### src/rtl/match_controller.sv
// -----------------------------------------------------------------------------
// match_controller
// Sequences a two-player tug-of-war match. It waits for both buttons to start,
// clears the playfield, runs an arming countdown that punishes false starts,
// enables play, and scores each round. The match ends when a player reaches
// WIN_COUNT round wins.
//
// Ports
//   clk          : system clock; all state changes on its rising edge
//   reset        : synchronous, active-high; abandons any match in progress
//   L, R         : player buttons (already synchronized), high = pressed
//   round_over   : victory logic reports a finished round (read only in PLAY)
//   win_l, win_r : round-winner flags, qualified by round_over
//   field_reset  : holds the playfield and victory logic cleared while high
//   play_enable  : high only while button presses may move the rope
//   hex_l, hex_r : active-low seven-segment (gfedcba) left/right scores
//   match_over   : high once a player has reached WIN_COUNT
//   match_winner : 00 none, 01 left, 10 right (nonzero only when match over)
// -----------------------------------------------------------------------------
module match_controller #(
    parameter int WIN_COUNT  = 3,
    parameter int ARM_CYCLES = 4
) (
    input  logic       clk,
    input  logic       reset,
    input  logic       L,
    input  logic       R,
    input  logic       round_over,
    input  logic       win_l,
    input  logic       win_r,
    output logic       field_reset,
    output logic       play_enable,
    output logic [6:0] hex_l,
    output logic [6:0] hex_r,
    output logic       match_over,
    output logic [1:0] match_winner
);

    typedef enum logic [2:0] {
        IDLE, WAIT_REL, CLEAR, ARM, PLAY, SCORE, DONE
    } state_t;

    localparam logic [1:0] W_NONE  = 2'b00;
    localparam logic [1:0] W_LEFT  = 2'b01;
    localparam logic [1:0] W_RIGHT = 2'b10;
    localparam logic [7:0] ARM_LAST = 8'(ARM_CYCLES - 1);
    localparam logic [3:0] WIN_TGT  = 4'(WIN_COUNT);

    state_t     state, state_n;
    logic [2:0] score_l, score_l_n;
    logic [2:0] score_r, score_r_n;
    logic [7:0] cnt, cnt_n;
    logic [1:0] winner, winner_n;
    logic [3:0] inc_l, inc_r;

    // Active-low gfedcba encoding of a 0..7 score.
    function automatic logic [6:0] seg7(input logic [2:0] v);
        case (v)
            3'd0:    seg7 = 7'b1000000;
            3'd1:    seg7 = 7'b1111001;
            3'd2:    seg7 = 7'b0100100;
            3'd3:    seg7 = 7'b0110000;
            3'd4:    seg7 = 7'b0011001;
            3'd5:    seg7 = 7'b0010010;
            3'd6:    seg7 = 7'b0000010;
            default: seg7 = 7'b1111000;
        endcase
    endfunction

    // Score increment that holds at WIN_COUNT rather than wrapping.
    function automatic logic [2:0] sat_inc(input logic [2:0] v);
        if ({1'b0, v} >= WIN_TGT)
            sat_inc = v;
        else
            sat_inc = v + 3'd1;
    endfunction

    assign inc_l = {1'b0, score_l} + 4'd1;
    assign inc_r = {1'b0, score_r} + 4'd1;

    always_ff @(posedge clk) begin
        if (reset) begin
            state   <= IDLE;
            score_l <= '0;
            score_r <= '0;
            cnt     <= '0;
            winner  <= W_NONE;
        end else begin
            state   <= state_n;
            score_l <= score_l_n;
            score_r <= score_r_n;
            cnt     <= cnt_n;
            winner  <= winner_n;
        end
    end

    always_comb begin
        state_n   = state;
        score_l_n = score_l;
        score_r_n = score_r;
        cnt_n     = cnt;
        winner_n  = winner;
        case (state)
            IDLE: begin
                if (L && R) begin
                    state_n   = WAIT_REL;
                    score_l_n = '0;
                    score_r_n = '0;
                end
            end
            WAIT_REL: begin
                if (!L && !R)
                    state_n = CLEAR;
            end
            CLEAR: begin
                state_n = ARM;
                cnt_n   = '0;
            end
            ARM: begin
                // A false start beats expiry in the same cycle.
                if (L || R)
                    state_n = CLEAR;
                else if (cnt == ARM_LAST)
                    state_n = PLAY;
                else
                    cnt_n = cnt + 8'd1;
            end
            PLAY: begin
                if (round_over) begin
                    if (win_l ^ win_r) begin
                        state_n  = SCORE;
                        winner_n = win_l ? W_LEFT : W_RIGHT;
                    end else begin
                        state_n = CLEAR;   // draw: replay the round
                    end
                end
            end
            SCORE: begin
                if (winner == W_LEFT) begin
                    score_l_n = sat_inc(score_l);
                    state_n   = (inc_l == WIN_TGT) ? DONE : CLEAR;
                end else begin
                    score_r_n = sat_inc(score_r);
                    state_n   = (inc_r == WIN_TGT) ? DONE : CLEAR;
                end
            end
            DONE: begin
                if (L && R) begin
                    state_n   = WAIT_REL;
                    score_l_n = '0;
                    score_r_n = '0;
                    winner_n  = W_NONE;
                end
            end
            default: state_n = IDLE;
        endcase
    end

    assign field_reset  = (state == IDLE) || (state == WAIT_REL) || (state == CLEAR);
    assign play_enable  = (state == PLAY);
    assign match_over   = (state == DONE);
    assign match_winner = (state == DONE) ? winner : W_NONE;
    assign hex_l        = seg7(score_l);
    assign hex_r        = seg7(score_r);

endmodule

### config.mk
export PLATFORM = sky130hd
export DESIGN_NAME = match_controller
export DESIGN_NICKNAME = d
export VERILOG_FILES = /design/src/rtl/match_controller.sv
export SDC_FILE = /design/constraint.sdc
export NUM_CORES = 1
export LEC_CHECK = 0
export CORE_MARGIN = 2
export CORE_UTILIZATION = 26
export CTS_CLUSTER_SIZE = 14
export DETAILED_ROUTE_END_ITERATION = 8
export PLACE_DENSITY = 0.46
export SKIP_CTS_REPAIR_TIMING = 1
export SYNTH_ARGS = -nofsm -noshare
export SYNTH_HDL_FRONTEND = slang
export SYNTH_SLANG_ARGS = --single-unit
### constraint.sdc
create_clock -name clk -period 2.12 [get_ports clk]
set_input_delay 0.212 -clock clk [delete_from_list [all_inputs] [get_ports clk]]
set_output_delay 0.212 -clock clk [all_outputs]
set_load 0.01 [all_outputs]
==> metrics, run 1 <==
critical path launch point type flip-flop; slowest stage cell, crit path sky130_fd_sc_hd__clkdlybuf4s50_1; share of the yosys chip area belonging to registers 25.63%; sequence of cells on the critical path inv_1 > ha_2 > nor2_2 > o21ai_0 > a21o_1 > clkdlybuf4s50_1; Setup violations, final 0; normalized max-slew margin 66.28%; most used flip-flop cell after synthesis sky130_fd_sc_hd__dfxtp_1; Post-Syn Nets 215; final antenna-violating net count 0; height of the die 79.55 µm; worst-path maximum fanout 6; final wirelength 3683 µm; Max Clock Skew 4.704 ps; clock insertion delay at the later pin of the skew report 250 ps; TritonCTS buffer count 3; WS Path Type flip-flop to primary output; Syn Inst Count 197; number of hold violations in the final report 0; TritonCTS Sinks 19; crit end category primary output; core box area 5507 µm²; area share of the largest cell type after synthesis 25.63%; total leakage power 0.7747 nW; global route total overflow 0; status completed; initial antenna violation count 0; Std-Cell Rows 27; number of global-route vias before repair 1337; post-detailed-route wirelength per cell 12.20 µm; core occupancy in the finished layout 36.67%; Yosys cell types 44; maximum clock insertion buffer count 2; data arrival time at the worst-slack endpoint 1860 ps; cell chosen for the clock root sky130_fd_sc_hd__clkbuf_8; number of diodes 0; GRT Overall Usage 11.52%; transition time of the tightest slew-check pin 503.5 ps; Final Wtd Congestion 0.7538; pin count of the biggest net entering global routing 18; Max-cap violations 0; ranking of synthesized cells by area sky130_fd_sc_hd__dfxtp_1 (26%), sky130_fd_sc_hd__ha_1 (9.3%), sky130_fd_sc_hd__a21oi_1 (7.4%), sky130_fd_sc_hd__o21ai_0 (4.7%), sky130_fd_sc_hd__nor3_1 (4.0%); post-placement cell count 296; synthesized area per cell 7.533 µm²; mapped cell area 1484 µm²; Buffers on Ports 25; asr flop ratio synth 0%; worst path bufs/invs 2; classification of the worst-slack hold path flip-flop to flip-flop; effective utilization at floorplan 26.95%; synthesis-to-layout area growth 36.09%; drt first pass iters 4; NumNets Final 249; Worst-path clk slew 80 ps; proportion of layout cells with a drive suffix above 1 17.83%; top cell family by delay on the critical path buffers and inverters; Synth Register Bits 19; Total Die Area 6327 µm²; highest clock rate 482.6 MHz; unrepaired setup endpoints after global routing true; data required time of the worst path 1910 ps; vias after detailed routing 1496; power per cell area 645.6 nW/µm²; per-cell via count in the routed design 4.954; Top Ports 26; non-filler instance count after layout 302; final count of pins violating max slew 0; die boundary width 79.55 µm; detailed router's first-iteration violation count 60; fraction of the cycle the final worst path needs 97.75%; H-tree levels 1; Final min period 2072 ps; clock tree from TritonCTS done; most repeated cell in the gate-level netlist after synthesis sky130_fd_sc_hd__a21oi_1; Final HPWL DP 2792 µm; Max rail drop VDD 0.4910 mV; number of enable flip-flop cells after synthesis 0; Yosys warnings 0; global-route wire length before repair 6037 µm; post-synth top area cell sky130_fd_sc_hd__dfxtp_1; critical path's largest stage delay 470 ps; synth cell count leaders sky130_fd_sc_hd__a21oi_1 (22), sky130_fd_sc_hd__dfxtp_1 (19), sky130_fd_sc_hd__o21ai_0 (14); Post-route DRC 0
routing by layer:
| metal | wire (µm) | vias to the layer above | GRT usage, % |
|---|---|---|---|
| met3 | 100 | 2 | 1.357 |
| met5 | 0 | - | 0 |
| met4 | 30 | 0 | 3.103 |
| met1 | 1896 | 672 | 16.21 |
| met2 | 1655 | 28 | 18.49 |
| li1 | - | 794 | - |
sequential cells by signal, indices dropped and copies added (netlist names):
name and count:
state 3, score_l 3, winner 2, cnt 8, score_r 3
through the flow:
stage / hold slack (ps) / TNS, ps / power (mW) / setup WS (ps) / area [µm²]
global route: 521.4 / -100.1 / 1.396 / -54.80 / 2019
finish: 503.6 / 0 / 1.304 / 47.76 / 2019
global placement: 489.0 / 0 / 1.070 / 99.33 / 1871
CTS: 505.6 / -833.2 / 1.314 / -174.2 / 1916
floorplan: 291.3 / 0 / 0.8422 / 228.2 / 1484
detailed placement: 493.4 / 0 / 1.054 / 113.6 / 1871
kinds of logic after synthesis:
family	Yosys count	synth area share, %
adder cells (fa/ha/maj)	11	9.275
multiplexers	2	1.518
XOR/XNOR	3	1.771
flip-flops	19	25.63
AND/OR/NAND/NOR	87	34.06
AO/OA/AOI/OAI	55	22.51
buffers and inverters	20	5.228
worst paths after layout:
check	from	end	slack, ps	cells past startpoint
worst max-delay path	score_r[0]	hex_r[5]	50	6
worst min-delay path	winner[1]	winner[1]	500	2
worst max register to register	cnt[0]	state[2]	130	5
worst min register to register	winner[1]	winner[1]	500	2
cell usage in the layout (no fill, tap or decap), types with 3 or more instances in the layout:
master,instances
sky130_fd_sc_hd__ha_4,3
sky130_fd_sc_hd__nand3_1,11
sky130_fd_sc_hd__clkdlybuf4s50_1,20
sky130_fd_sc_hd__dfxtp_1,15
sky130_fd_sc_hd__nor2_1,8
sky130_fd_sc_hd__nand4_1,5
sky130_fd_sc_hd__nor2b_1,8
sky130_fd_sc_hd__dlymetal6s2s_1,5
sky130_fd_sc_hd__inv_1,10
sky130_fd_sc_hd__clkbuf_8,3
sky130_fd_sc_hd__ha_1,5
sky130_fd_sc_hd__o21ai_0,12
sky130_fd_sc_hd__ha_2,3
sky130_fd_sc_hd__nand2_1,7
sky130_fd_sc_hd__nand2b_1,3
sky130_fd_sc_hd__or3_1,8
sky130_fd_sc_hd__buf_4,13
sky130_fd_sc_hd__nor3_1,11
sky130_fd_sc_hd__and2_1,4
sky130_fd_sc_hd__a21oi_1,22
worst reg2reg max path: stages (launching register included):
cell and delay (ps):
sky130_fd_sc_hd__dfxtp_1 400, sky130_fd_sc_hd__ha_1 190, sky130_fd_sc_hd__or4b_4 480, sky130_fd_sc_hd__o2111a_2 320, sky130_fd_sc_hd__or2_0 220, sky130_fd_sc_hd__o31a_1 280
report_power, final:
part	internal, mW	total [mW]	leakage (nW)	switching (mW)
clock network	0.133	0.256	0.0228	0.123
registers	0.387	0.428	0.156	0.0404
logic	0.285	0.620	0.596	0.334
final cells by class:
cell class                 instances  area, µm²
clock buffer                       4      45.04
fill                             598       3487
inverter                          11      45.04
multi-input combinational        158       1089
sequential                        19      390.4
tap                               72      90.09
timing repair buffer              38      360.3
(Power assumes the default switching activity.)
==> inputs of run 2 (changes only) <==
--- a/config.mk
+++ b/config.mk
@@ -11,6 +11,7 @@
 export DETAILED_ROUTE_END_ITERATION = 8
 export PLACE_DENSITY = 0.46
 export SKIP_CTS_REPAIR_TIMING = 1
+export SLEW_MARGIN = 40
 export SYNTH_ARGS = -nofsm -noshare
 export SYNTH_HDL_FRONTEND = slang
 export SYNTH_SLANG_ARGS = --single-unit
==> results of run 2 <==
Same layout as run 1: the final DEF is identical, and so are final timing and power.
==> inputs of run 3 (changes only) <==
--- a/config.mk
+++ b/config.mk
@@ -15,3 +15,4 @@
 export SYNTH_ARGS = -nofsm -noshare
 export SYNTH_HDL_FRONTEND = slang
 export SYNTH_SLANG_ARGS = --single-unit
+export TNS_END_PERCENT = 10
==> run 3 against run 2 <==
Sequential cell count is the same; critical path depth unchanged; fmax barely moved; hold slack about the same; largest cell class unchanged; largest power group unchanged.
==> metrics, run 3 (synthesized netlist as in run 1, its figures left out) <==
Std-Cell Rows 27 (unchanged); top cell family by delay on the critical path buffers and inverters; worst slack after detailed placement 113.6 ps (unchanged); worst path bufs/invs 2 (unchanged); TNS Setup 0 ps (unchanged); R2R setup slack 130 ps (about the same); Worst-path clk slew 80 ps (about the same); normalized max-slew margin 66.28% (unchanged); last element of the critical path hex_r[5]; largest register by flop count cnt; pin count of the biggest net entering global routing 18 (unchanged); Setup violations, final 0 (unchanged); max reg flops 8 (unchanged); global-route wire length before repair 6037 µm (unchanged); Max Clock Skew 4.418 ps (-0.2860 ps); final antenna-violating net count 0 (unchanged); sequence of cells on the critical path inv_1 > ha_2 > nor2_2 > o21ai_0 > a21o_1 > clkdlybuf4s50_1; vias after detailed routing 1481 (-1.0%); clock tree from TritonCTS done; crit end category primary output; number of cells traversed by the worst register-to-register path 5 (unchanged); non-filler instance count after layout 300 (-0.66%); core occupancy in the finished layout 35.65% (-1.0 points); classification of the worst-slack hold path flip-flop to flip-flop; Final min period 2072 ps (-0.3352 ps); total leakage power 0.7403 nW (-4.4%); WS Path Type flip-flop to primary output; effective utilization at floorplan 26.95% (unchanged); Post-route DRC 0 (unchanged); post-placement cell count 296 (unchanged); per-cell via count in the routed design 4.937 (-0.34%); Final HPWL DP 2792 µm (unchanged); H-tree levels 1 (unchanged); core box area 5507 µm² (unchanged); highest clock rate 482.6 MHz (about the same); Critical R2R Launch cnt[0]; data required time of the worst path 1910 ps (about the same); critical path's largest stage delay 470 ps (about the same); top library cells by usage in the layout, fill and taps aside sky130_fd_sc_hd__a21oi_1 (22), sky130_fd_sc_hd__clkdlybuf4s50_1 (21), sky130_fd_sc_hd__dfxtp_1 (15); cell chosen for the clock root sky130_fd_sc_hd__clkbuf_8; GRT Overall Usage 11.52% (unchanged); launch point of the worst path score_r[0]; synthesis-to-layout area growth 32.29%; status completed; clock insertion delay at the later pin of the skew report 250 ps (about the same); Max-cap violations 0 (unchanged); Max rail drop VDD 0.4905 mV (about the same); final count of pins violating max slew 0 (unchanged); TritonCTS buffer count 3 (unchanged); filler cell count 596 (-0.33%); height of the die 79.55 µm (unchanged); number of diodes 0 (unchanged); Hold Startpoint winner[1]; drt first pass iters 4 (unchanged); Reg-to-Reg End state[2]; critical path launch point type flip-flop; initial antenna violation count 0 (unchanged); post-detailed-route wirelength per cell 12.19 µm (about the same); slowest stage cell, crit path sky130_fd_sc_hd__clkdlybuf4s50_1; maximum clock insertion buffer count 2 (unchanged); NumNets Final 247 (-0.80%); worst-path maximum fanout 6 (unchanged); detailed router's first-iteration violation count 61 (+1.7%); data arrival time at the worst-slack endpoint 1860 ps (about the same); die boundary width 79.55 µm (unchanged); Buffers on Ports 25 (unchanged); global route total overflow 0 (unchanged); most frequent standard cell in the layout excluding fill and tap cells sky130_fd_sc_hd__a21oi_1; Top Ports 26 (unchanged); number of cells on the critical path 6 (unchanged); Final Wtd Congestion 0.7538 (unchanged); fraction of the cycle the final worst path needs 97.73% (about the same); Final Worst Setup Slack 48.10 ps (+0.3352 ps); proportion of layout cells with a drive suffix above 1 16.23% (-1.6 points); number of global-route vias before repair 1337 (unchanged); power per cell area 664.4 nW/µm² (+2.9%); TritonCTS Sinks 19 (unchanged); unrepaired setup endpoints after global routing true; number of hold violations in the final report 0 (unchanged); Total Die Area 6327 µm² (unchanged); transition time of the tightest slew-check pin 503.5 ps (unchanged); final wirelength 3657 µm (-0.71%)
## run 3: how the worst min path moves through the flow
stage	end	slack [ps]	cells after the start
detailed placement	cnt[5]	490	2
global placement	winner[1]	490	2
finish	winner[1]	500	2
global route	score_r[0]	520	2
CTS	winner[1]	510	2
floorplan	state[0]	290	1
## run 3: through the flow
stage	area (µm²)	hold slack, ps	power (mW)
6_report	1963	503.5	1.304
5_1_grt	1963	521.4	1.396
4_1_cts	1916	505.6	1.314
3_5_place_dp	1871	493.4	1.054
3_3_place_gp	1871	489.0	1.070
2_1_floorplan	1484	291.3	0.8422
## run 3: routing by layer
metal / track usage [%] / part of all wire [%] / routed length, µm
met5: 0 / 0 / 0
met4: 3.103 / 0.82 / 30
met3: 1.357 / 2.4 / 87
met2: 18.49 / 44 / 1618
met1: 16.21 / 53 / 1921
## run 3: worst register-to-register path, cell delays in order (launching register included)
cell                       delay, ps
sky130_fd_sc_hd__dfxtp_1         400
sky130_fd_sc_hd__ha_1            190
sky130_fd_sc_hd__or4b_4          480
sky130_fd_sc_hd__o2111a_2        320
sky130_fd_sc_hd__or2_0           220
sky130_fd_sc_hd__o31a_1          280
## run 3: where the power goes
part	internal, mW	total [mW]	switching [mW]
combinational	0.285	0.619	0.334
clock	0.133	0.256	0.123
sequential	0.389	0.429	0.0407
## run 3: cell type report
class | count | area [µm²] | area share, %
Clock buffer | 4 | 45.04 | 2.294
Inverter | 11 | 41.29 | 2.103
Multi-Input combinational cell | 158 | 1056 | 53.79
Sequential cell | 19 | 387.9 | 19.76
Tap cell | 72 | 90.09 | 4.589
Timing Repair Buffer | 36 | 342.8 | 17.46
